<file path="src/rtl/sha256_pkg.sv">
// sha256_pkg: shared SHA-256 constants and helpers for the step_three
// compression stage.
//   K         round constants K[0..63]
//   IV256     SHA-256 initial hash value, H0 in [255:224] down to H7 in [31:0]
//   IV224     SHA-224 initial hash value, same packing
//   bsig0/1   the big sigma functions applied to a and e in each round
//   ssig0/1   the small sigma functions used by the schedule expansion
//   ch, maj   round choice / majority functions
//   state_t   compression FSM states
package sha256_pkg;

  localparam logic [31:0] K [64] = '{
    32'h428a2f98, 32'h71374491, 32'hb5c0fbcf, 32'he9b5dba5, 32'h3956c25b, 32'h59f111f1, 32'h923f82a4, 32'hab1c5ed5,
    32'hd807aa98, 32'h12835b01, 32'h243185be, 32'h550c7dc3, 32'h72be5d74, 32'h80deb1fe, 32'h9bdc06a7, 32'hc19bf174,
    32'he49b69c1, 32'hefbe4786, 32'h0fc19dc6, 32'h240ca1cc, 32'h2de92c6f, 32'h4a7484aa, 32'h5cb0a9dc, 32'h76f988da,
    32'h983e5152, 32'ha831c66d, 32'hb00327c8, 32'hbf597fc7, 32'hc6e00bf3, 32'hd5a79147, 32'h06ca6351, 32'h14292967,
    32'h27b70a85, 32'h2e1b2138, 32'h4d2c6dfc, 32'h53380d13, 32'h650a7354, 32'h766a0abb, 32'h81c2c92e, 32'h92722c85,
    32'ha2bfe8a1, 32'ha81a664b, 32'hc24b8b70, 32'hc76c51a3, 32'hd192e819, 32'hd6990624, 32'hf40e3585, 32'h106aa070,
    32'h19a4c116, 32'h1e376c08, 32'h2748774c, 32'h34b0bcb5, 32'h391c0cb3, 32'h4ed8aa4a, 32'h5b9cca4f, 32'h682e6ff3,
    32'h748f82ee, 32'h78a5636f, 32'h84c87814, 32'h8cc70208, 32'h90befffa, 32'ha4506ceb, 32'hbef9a3f7, 32'hc67178f2
  };

  localparam logic [255:0] IV256 = {
    32'h6a09e667, 32'hbb67ae85, 32'h3c6ef372, 32'ha54ff53a,
    32'h510e527f, 32'h9b05688c, 32'h1f83d9ab, 32'h5be0cd19
  };

  localparam logic [255:0] IV224 = {
    32'hc1059ed8, 32'h367cd507, 32'h3070dd17, 32'hf70e5939,
    32'hffc00b31, 32'h68581511, 32'h64f98fa7, 32'hbefa4fa4
  };

  typedef enum logic [1:0] {
    ST_IDLE,
    ST_ROUND,
    ST_UPDATE
  } state_t;

  function automatic logic [31:0] rotr(input logic [31:0] x, input int unsigned n);
    return (x >> n) | (x << (32 - n));
  endfunction

  function automatic logic [31:0] bsig0(input logic [31:0] x);
    return rotr(x, 2) ^ rotr(x, 13) ^ rotr(x, 22);
  endfunction

  function automatic logic [31:0] bsig1(input logic [31:0] x);
    return rotr(x, 6) ^ rotr(x, 11) ^ rotr(x, 25);
  endfunction

  function automatic logic [31:0] ssig0(input logic [31:0] x);
    return rotr(x, 7) ^ rotr(x, 18) ^ (x >> 3);
  endfunction

  function automatic logic [31:0] ssig1(input logic [31:0] x);
    return rotr(x, 17) ^ rotr(x, 19) ^ (x >> 10);
  endfunction

  function automatic logic [31:0] ch(input logic [31:0] x, input logic [31:0] y, input logic [31:0] z);
    return (x & y) ^ (~x & z);
  endfunction

  function automatic logic [31:0] maj(input logic [31:0] x, input logic [31:0] y, input logic [31:0] z);
    return (x & y) ^ (x & z) ^ (y & z);
  endfunction

endpackage

</file>
<file path="src/rtl/step_three_sched.sv">
// step_three_sched: 16-word sliding message-schedule window.
//   clk    rising-edge clock
//   load   capture a new block (W0 at [511:480] .. W15 at [31:0])
//   shift  advance one round: drop W[t], append W[t+16]
//   block  incoming 512-bit block
//   wt     schedule word for the current round
// The window always holds W[t..t+15], so Wt is simply the oldest entry;
// the expanded word computed each round is W[t+16], which for t>=16 has
// already become the word at the head by the time it is consumed.
module step_three_sched
  import sha256_pkg::*;
(
  input  logic         clk,
  input  logic         load,
  input  logic         shift,
  input  logic [511:0] block,
  output logic [31:0]  wt
);

  logic [31:0] win [16];
  logic [31:0] w_next;

  assign w_next = ssig1(win[14]) + win[9] + ssig0(win[1]) + win[0];
  assign wt     = win[0];

  // Window is pure data: its contents are only meaningful after a load.
  always_ff @(posedge clk) begin
    if (load) begin
      for (int i = 0; i < 16; i++) win[i] <= block[511 - 32*i -: 32];
    end else if (shift) begin
      for (int i = 0; i < 15; i++) win[i] <= win[i+1];
      win[15] <= w_next;
    end
  end

endmodule

</file>
<file path="src/rtl/step_three.sv">
// step_three: SHA-256 compression stage. Accepts one 16-word block over
// valid/ready, runs ROUNDS rounds (one per clock), folds the working
// variables into H0..H7 and, for the last block of a message, presents
// the digest with a one-cycle o_valid pulse.
//   i_clk     clock
//   i_reset   asynchronous active-low reset
//   i_valid   block present on i_w        o_ready  idle, can accept
//   i_first   first block of a message    i_last   final block
//   i_w       W0 at [511:480] .. W15 at [31:0]
//   o_valid   new digest pulse            o_digest H0 at [255:224] .. H7
// Optional feature: define STEP_THREE_SHA224_EN to add i_sha224 (sampled
// with i_first) selecting the SHA-224 IV and zeroing o_digest[31:0].
module step_three
  import sha256_pkg::*;
#(
  parameter int ROUNDS = 64
) (
  input  logic         i_clk,
  input  logic         i_reset,
  input  logic         i_valid,
  output logic         o_ready,
  input  logic         i_first,
  input  logic         i_last,
`ifdef STEP_THREE_SHA224_EN
  input  logic         i_sha224,
`endif
  input  logic [511:0] i_w,
  output logic         o_valid,
  output logic [255:0] o_digest
);

  localparam logic [6:0] LAST_T = 7'(ROUNDS - 1);

  state_t       state_q, state_d;
  logic [6:0]   t_q;
  logic         last_q;
  logic [31:0]  h_q   [8];
  logic [31:0]  wv_q  [8];
  logic [31:0]  wv_d  [8];
  logic [31:0]  h_sum [8];
  logic [31:0]  wt;
  logic [31:0]  t1, t2;
  logic [255:0] iv_sel;
  logic [255:0] digest_next;
  logic         accept;

`ifdef STEP_THREE_SHA224_EN
  logic sha224_q;
  assign iv_sel = i_sha224 ? IV224 : IV256;
`else
  assign iv_sel = IV256;
`endif

  assign o_ready = (state_q == ST_IDLE);
  assign accept  = o_ready && i_valid;

  step_three_sched u_sched (
    .clk   (i_clk),
    .load  (accept),
    .shift (state_q == ST_ROUND),
    .block (i_w),
    .wt    (wt)
  );

  always_comb begin
    state_d = state_q;
    case (state_q)
      ST_IDLE:   if (i_valid) state_d = ST_ROUND;
      ST_ROUND:  if (t_q == LAST_T) state_d = ST_UPDATE;
      ST_UPDATE: state_d = ST_IDLE;
      default:   state_d = ST_IDLE;
    endcase
  end

  // Round datapath: working variables a..h live in wv_q[0..7].
  always_comb begin
    t1 = wv_q[7] + bsig1(wv_q[4]) + ch(wv_q[4], wv_q[5], wv_q[6]) + K[t_q[5:0]] + wt;
    t2 = bsig0(wv_q[0]) + maj(wv_q[0], wv_q[1], wv_q[2]);
    wv_d[0] = t1 + t2;
    wv_d[1] = wv_q[0];
    wv_d[2] = wv_q[1];
    wv_d[3] = wv_q[2];
    wv_d[4] = wv_q[3] + t1;
    wv_d[5] = wv_q[4];
    wv_d[6] = wv_q[5];
    wv_d[7] = wv_q[6];
  end

  always_comb begin
    digest_next = '0;
    for (int i = 0; i < 8; i++) begin
      h_sum[i] = h_q[i] + wv_q[i];
      digest_next[255 - 32*i -: 32] = h_sum[i];
    end
`ifdef STEP_THREE_SHA224_EN
    // SHA-224 publishes only H0..H6.
    if (sha224_q) digest_next[31:0] = '0;
`endif
  end

  // Control and chaining state: cleared by reset so an aborted block
  // leaves no trace.
  always_ff @(posedge i_clk or negedge i_reset) begin
    if (!i_reset) begin
      state_q  <= ST_IDLE;
      t_q      <= '0;
      last_q   <= 1'b0;
      o_valid  <= 1'b0;
      o_digest <= '0;
      for (int i = 0; i < 8; i++) h_q[i] <= IV256[255 - 32*i -: 32];
`ifdef STEP_THREE_SHA224_EN
      sha224_q <= 1'b0;
`endif
    end else begin
      state_q <= state_d;
      o_valid <= 1'b0;
      case (state_q)
        ST_IDLE: begin
          if (i_valid) begin
            t_q    <= '0;
            last_q <= i_last;
            if (i_first) begin
              for (int i = 0; i < 8; i++) h_q[i] <= iv_sel[255 - 32*i -: 32];
`ifdef STEP_THREE_SHA224_EN
              sha224_q <= i_sha224;
`endif
            end
          end
        end
        ST_ROUND: t_q <= t_q + 7'd1;
        ST_UPDATE: begin
          for (int i = 0; i < 8; i++) h_q[i] <= h_sum[i];
          if (last_q) begin
            o_digest <= digest_next;
            o_valid  <= 1'b1;
          end
        end
        default: ;
      endcase
    end
  end

  // Working variables are data only: seeded on acceptance, then rounds.
  always_ff @(posedge i_clk) begin
    if (accept) begin
      for (int i = 0; i < 8; i++)
        wv_q[i] <= i_first ? iv_sel[255 - 32*i -: 32] : h_q[i];
    end else if (state_q == ST_ROUND) begin
      wv_q <= wv_d;
    end
  end

endmodule
</file>
<file path="config.mk">
export PLATFORM = sky130hd
export DESIGN_NAME = step_three
export DESIGN_NICKNAME = d
export VERILOG_FILES = /design/src/rtl/sha256_pkg.sv /design/src/rtl/step_three_sched.sv /design/src/rtl/step_three.sv
export SDC_FILE = /design/constraint.sdc
export NUM_CORES = 2
export LEC_CHECK = 0
export ABC_AREA = 1
export BUFFER_PORTS_ARGS = -buffer_cell sky130_fd_sc_hd__buf_2
export CORE_MARGIN = 5
export CORE_UTILIZATION = 33
export CTS_BUF_LIST = sky130_fd_sc_hd__clkbuf_8
export DETAILED_ROUTE_END_ITERATION = 16
export GPL_TIMING_DRIVEN = 1
export SLEW_MARGIN = 20
export SYNTH_ARGS = -nofsm -noshare
export SYNTH_HDL_FRONTEND = slang
export SYNTH_SLANG_ARGS = --single-unit
export TNS_END_PERCENT = 30
</file>
<file path="constraint.sdc">
create_clock -name i_clk -period 20.1 [get_ports i_clk]
set_clock_uncertainty 0.15 [all_clocks]
set_input_delay 4.02 -clock i_clk [delete_from_list [all_inputs] [get_ports i_clk]]
set_output_delay 4.02 -clock i_clk [all_outputs]
set_load 0.02 [all_outputs]
</file>
# ---- After elaboration in Yosys (flattened, before gate mapping)
# Memory sizes are Yosys's and may differ from the RTL's.
# Cells that the tools add are included.
dict set report op_classes {
  bitwise 44
  n_reduce_logical 10
  addsub 19
  eq_ne 6
  n_mux 43
  n_lt_le_gt_ge 1
}
# cell n
set ops {}
lappend ops {{$mux 256} 4}
lappend ops {{$mux 32} 26}
lappend ops {{$add 32x32->32} 18}
lappend ops {{$pmux 256 s2} 1}
lappend ops {{$xor 32x32->32} 9}
lappend ops {{$and 32x32->32} 5}
lappend ops {{$not 32->32} 1}
lappend ops {{$or 10x32->32} 1}
lappend ops {{$or 13x32->32} 1}
lappend ops {{$or 14x32->32} 1}
lappend ops {{$or 15x32->32} 1}
lappend ops {{$or 19x32->32} 1}
lappend ops {{$or 21x32->32} 1}
lappend ops {{$or 25x32->32} 1}
lappend ops {{$or 26x32->32} 1}
lappend ops {{$or 30x32->32} 1}
lappend ops {{$or 7x32->32} 1}
lappend ops {{$xor 32x22->32} 1}
lappend ops {{$xor 32x29->32} 1}
lappend ops {{$or 1x1->1} 16}
lappend ops {{$pmux 7 s2} 1}
lappend ops {{$reduce_and 2->1} 4}
lappend ops {{$add 7x1->7 const B} 1}
lappend ops {{$eq 7x6->1 const B} 1}
lappend ops {{other kinds (14)} 24}
dict set report word_totals {
  output_inout_bits 258
  input_bits 517
  reg_bits 779
  mem_count 2
  wordCells 146
  ram_bits 512
  mem_bits_ro 2048
}
# memory depth width read_ports rd_ports_with_merged_regs wr line_no
set memory_table {}
lappend memory_table {{(name not given)} 64 32 1 0 0 step_three.sv:77} ;# t1 = wv_q[7] + bsig1(wv_q[4]) + ch(wv_q[4], wv_q[5], wv_q[6]) + K[t_q[5:0]] + wt;
lappend memory_table {u_sched.win 16 32 16 0 16 step_three_sched.sv:20} ;# logic [31:0] win [16];

# ---- Depth between registers and ports, before layout
dict set report logic_depth {
  word_depth 10
  ltp_mapped 43
  depth_no_buf 42
}

# ---- Cells and area by module
# Synthesis repeated with hierarchy kept, for this count alone.
dict set report unflattened {
  cells_unflattened 9941
  area_unflattened_um2 85185.4
}
# module cells_each area_each_um2 instances seq_area_each_um2
set modules_own_cells {}
lappend modules_own_cells {step_three 7523 58119.5 1 20945.1}
lappend modules_own_cells {step_three_sched 2418 27066.0 1 15374.7}

# ---- Worst setup path before layout
# Ideal clock, no wire load.
dict set report synth_path {
  path_kind {input to register}
  from {in i_valid}
  to {reg t_q[2]}
  setup_ns 0.794
  path_buffers 2
  path_stages 7
  arrival_time_ns 19.867
  required_ns 19.156
  path_slack_ns -0.711
  path_cell_list {nand2_1 -> buf_2 -> inv_2 -> buf_2 -> nor2_1 -> inv_1 -> o21ai_0}
}
dict set report synth_via {
  elab_chain_len 2
}
# element line_no
set synth_rtl {}
lappend synth_rtl {{from (decl)} step_three.sv:20} ;# input logic i_valid,
lappend synth_rtl {{$ne 2x2->1 (no line)} --}
lappend synth_rtl {{$reduce_and 2->1 (no line)} --}
lappend synth_rtl {{to (signal assigned)} step_three.sv:130} ;# ST_ROUND: t_q <= t_q + 7'd1;
lappend synth_rtl {{to (decl)} step_three.sv:35} ;# logic [6:0] t_q;
# Every way passes these cells.
# A chain may end at the register's enable or synchronous reset.

# ---- Worst setup path after layout
dict set report layout_path {
  from {reg t_q[1]}
  to {reg wv_q (netlist bit wv_d[211]), data pin}
}
dict set report layout_via {
  elab_chain_len 9
}
# element line_no
set layout_rtl {}
lappend layout_rtl {{$not 6->7 (implied by the code)} step_three.sv:77}
lappend layout_rtl {{$mem_v2 64x32} --}
lappend layout_rtl {{$mux 32 (implied by the code) (2 in series)} step_three.sv:77}
lappend layout_rtl {{$add 32x32->32 (2 in series)} step_three.sv:77}
lappend layout_rtl {{$add 32x32->32} step_three.sv:79} ;# wv_d[0] = t1 + t2;
lappend layout_rtl {{$mux 256} step_three.sv:148} ;# end else if (state_q == ST_ROUND) begin
lappend layout_rtl {{$mux 256} step_three.sv:145} ;# if (accept) begin
lappend layout_rtl {{to (signal, indexed assignment)} step_three.sv:147} ;# wv_q[i] <= i_first ? iv_sel[255 - 32*i -: 32] : h_q[i];
lappend layout_rtl {{to (signal assigned)} step_three.sv:149} ;# wv_q <= wv_d;
lappend layout_rtl {{to (decl)} step_three.sv:38} ;# logic [31:0] wv_q [8];
# Every way passes these cells. The select of a mux whose other input is x is not followed.

==> metrics.md <==
| Metric | Value |
|---|---|
| Status | finished, final reports clean |
| Hold WS | 0.307 ns |
| Internal Power | 0.00419 W |
| First-pass GRT wire length | 495000 µm |
| Most common cell after layout, fill and taps aside | nand2_1 |
| Post-Syn Area | 83800 µm² |
| Slew at the pin with the worst max-slew slack | 1.23 ns |
| Count of pins over their slew limit | 0 |
| Crit-path max cell delay | 0.69 ns |
| DIE HEIGHT | 514 µm |
| Wirelength, routed | 349000 µm |
| Critical path type | flip-flop to flip-flop |
| Worst hold path class | flip-flop to flip-flop |
| Switching power | 0.00131 W |
| Placed Cells incl. Taps | 14.0k |
| Seq/Total Area, Yosys | 43.3% |
| Fin cells | 14.5k |
| Setup TNS | 0 ns |
| Sw frac | 23.8% |
| Total GRT Usage | 25.4% |
| Mean post-synth cell area | 8.24 µm² |
| Final HPWL DP | 275000 µm |
| Post-route ant nets | 0 |
| Clk pwr share | 47.8% |
| Achievable Freq | 0.114 GHz |
| Finished Cell Area | 96100 µm² |
| Vias per cell | 5.15 |
| Final Hold Fails | 0 |
| I/O Pins | 775 |
| Row cnt | 185 |
| Fin crit share | 43.7% |
| GRT overflow | 0 |
| CTS tree | built |
| Cell repeated most along the worst path | inv_1 |
| Maximum vdd drop | 0.0738 mV |
| Initial antenna violation count | 63 |
| Clock-pin slew on the worst setup and hold paths | 0.09 ns |
| DR vias | 74.7k |
| Leakage | 47.1 nW |
| CTS buffer count | 229 |
| Largest net degree at the start of global routing | 213 |
| Most frequent cells in the layout | 3101 x nand2_1, 1297 x inv_1, 773 x buf_2, 768 x edfxtp_1, 698 x o21ai_0 |
| Layout net count | 12.0k |
| CORE AREA | 253000 µm² |
| Async S/R FF share, synth | 40.5% |
| Synth Net Count | 11.3k |
| Critical Path Start Type | flip-flop |
| Area Overhead vs Synth | 14.6% |
| Syn. warnings | 0 |
| Remaining DRCs | 0 |
| Worst-case clock buffer depth | 3 |
| Post-synth EDFFs | 768 |
| Number of global-route vias before repair | 71.0k |
| Initial DRC Count | 8221 |
| Hold buffers post-CTS | 0 |
| DRT Pass-1 Iters | 6 |
| # setup viols final | 0 |
| Initial core utilization | 33.1% |
| RSZ-0062 raised after global routing | false |
| Post-layout util | 37.9% |
| Register bit total from synthesis | 1291 |
| I/O Buffers | 774 |
| Final worst path period need | 8.79 ns |
| Routability cong. | 1.01 |
| DP Area | 91000 µm² |
| CP Data Required Time | 20.71 ns |
| Die area | 264000 µm² |
| Root Buffer | clkbuf_8 |
| Crit path DAT | 9.40 ns |
| Worst Setup End Kind | flip-flop |
| Dominant synthesized flop cell | edfxtp_1 |
| Mapped Cells | 10.2k |
| Slew Limit Headroom | 18.2% |
| Combinational power share | 1.5% |
| Max cap viols | 0 |
| Sequential Power Share | 50.7% |
| # Post-CTS Setup Buffers | 0 |
| Pwr dens | 57.3 nW/µm² |
| CTS Sinks | 1291 |
| Htree depth | 4 |
| Clock Latency Late Sink | 1.09 ns |
| Routed WL per cell | 24.1 µm |
| Crit-path slowest cell | dfrtp_1 |
| Synth unique cells | 74 |
| Share of cells above drive strength 1 | 13.2% |
| Max FO, Critical Path | 13 |
| Resized Gates After CTS | 0 |
| DIE WIDTH | 514 µm |
layer usage:
layer	global-route usage, %	wire length, µm
met1	34.8	148000
met2	39.3	154000
met3	5.59	32100
met4	9.60	14400
met5	0	192
cells by family (layout without fill, tap and decap cells):
family	count (synthesis)	count (layout)	share of synthesized area [%]
other cells	0	29	0
flops	1291	1291	43.3
xor+xnor	434	434	4.58
compound gates	1858	1858	12.9
buf+inv	1590	2507	7.30
simple gates	4420	4420	21.4
fa+ha+maj	588	588	10.5
Yosys cell counts (11+ instances only):
cell type / instances / share of area [%]
fa_1: 195 / 4.7
buf_1: 27 / 0.12
o21bai_1: 36 / 0.32
or2_1: 24 / 0.18
o21ai_0: 698 / 4.2
inv_1: 1216 / 5.4
nand4_1: 59 / 0.44
ha_1: 393 / 5.9
o22ai_1: 134 / 1.0
a21o_1: 56 / 0.50
o22a_1: 18 / 0.19
buf_2: 116 / 0.69
a21oi_1: 541 / 3.2
nor3_1: 84 / 0.50
dfstp_2: 136 / 4.3
a221oi_1: 11 / 0.11
o31ai_1: 15 / 0.13
xnor2_1: 219 / 2.3
o21ai_2: 19 / 0.20
a31o_2: 11 / 0.11
o21a_1: 57 / 0.51
xor2_1: 210 / 2.2
nand3_1: 450 / 2.7
or2_2: 41 / 0.31
a22oi_1: 18 / 0.16
a31oi_1: 42 / 0.31
o21ai_1: 52 / 0.31
nor4_1: 22 / 0.16
nand2_2: 11 / 0.082
o221ai_1: 24 / 0.25
inv_2: 19 / 0.085
edfxtp_1: 768 / 28
nand3b_1: 29 / 0.26
nor2_1: 569 / 2.5
dfrtp_1: 387 / 12
o211ai_1: 16 / 0.14
nand2_1: 3103 / 14
clkbuf_1: 207 / 0.93
a21boi_0: 21 / 0.19
a21oi_2: 18 / 0.19
stage by stage:
stage	worst slack, ns	total power [W]
2_1_floorplan	3.23	0.00284
3_3_place_gp	11.57	0.00293
3_5_place_dp	11.52	0.00293
4_1_cts	11.50	0.00556
5_1_grt	10.78	0.00568
6_report	11.31	0.00551
power by group through the flow:
stage                     registers, W    logic [W]  clock network, W
after floorplan                0.00284  0.000000319                 0
after global placement         0.00284    0.0000866                 0
after detailed placement       0.00284    0.0000856                 0
after CTS                      0.00279    0.0000858           0.00269
after global routing           0.00279    0.0000930           0.00280
final                          0.00279    0.0000837           0.00263
final cells by class:
type	count	area (µm²)
multi-input cells	7300	41400
flip-flops and latches	1291	36300
repair buffers	832	4410
clock buffers	263	3620
clock inverters	175	1350
well taps	3366	4210
fillers	26430	157000
diodes	29	72.6
inverters	1237	4670
flip-flops by register name, summed over array words and instances, names as in the netlist:
signal and count:
h_q 256, state_q 2, t_q 7, wv_d 192
o_digest 256, wv_q 64, u_sched.win 512, o_valid 1
last_q 1
critical path, delay by kind of cell, from the launching register on:
kind	cells	cell delay (ns)
AO/OA/AOI/OAI	9	1.71
flip-flops	1	0.69
AND/OR/NAND/NOR	11	1.67
buffers and inverters	7	0.97
XOR/XNOR	1	0.53
adder cells (fa/ha/maj)	7	2.71
worst paths after layout:
check                                 endpoint  slack, ns  cells past startpoint               start
max                                  wv_d[211]      11.31                     35              t_q[1]
min                        u_sched.win[2][111]       0.31                      2  u_sched.win[3][15]
max reg2reg                          wv_d[211]      11.31                     35              t_q[1]
min reg2reg                u_sched.win[2][111]       0.31                      2  u_sched.win[3][15]
max in group asynchronous              h_q[26]      14.05                      4             i_reset
min in group asynchronous             h_q[156]       2.84                      1             i_reset
(Power assumes the default switching activity.)
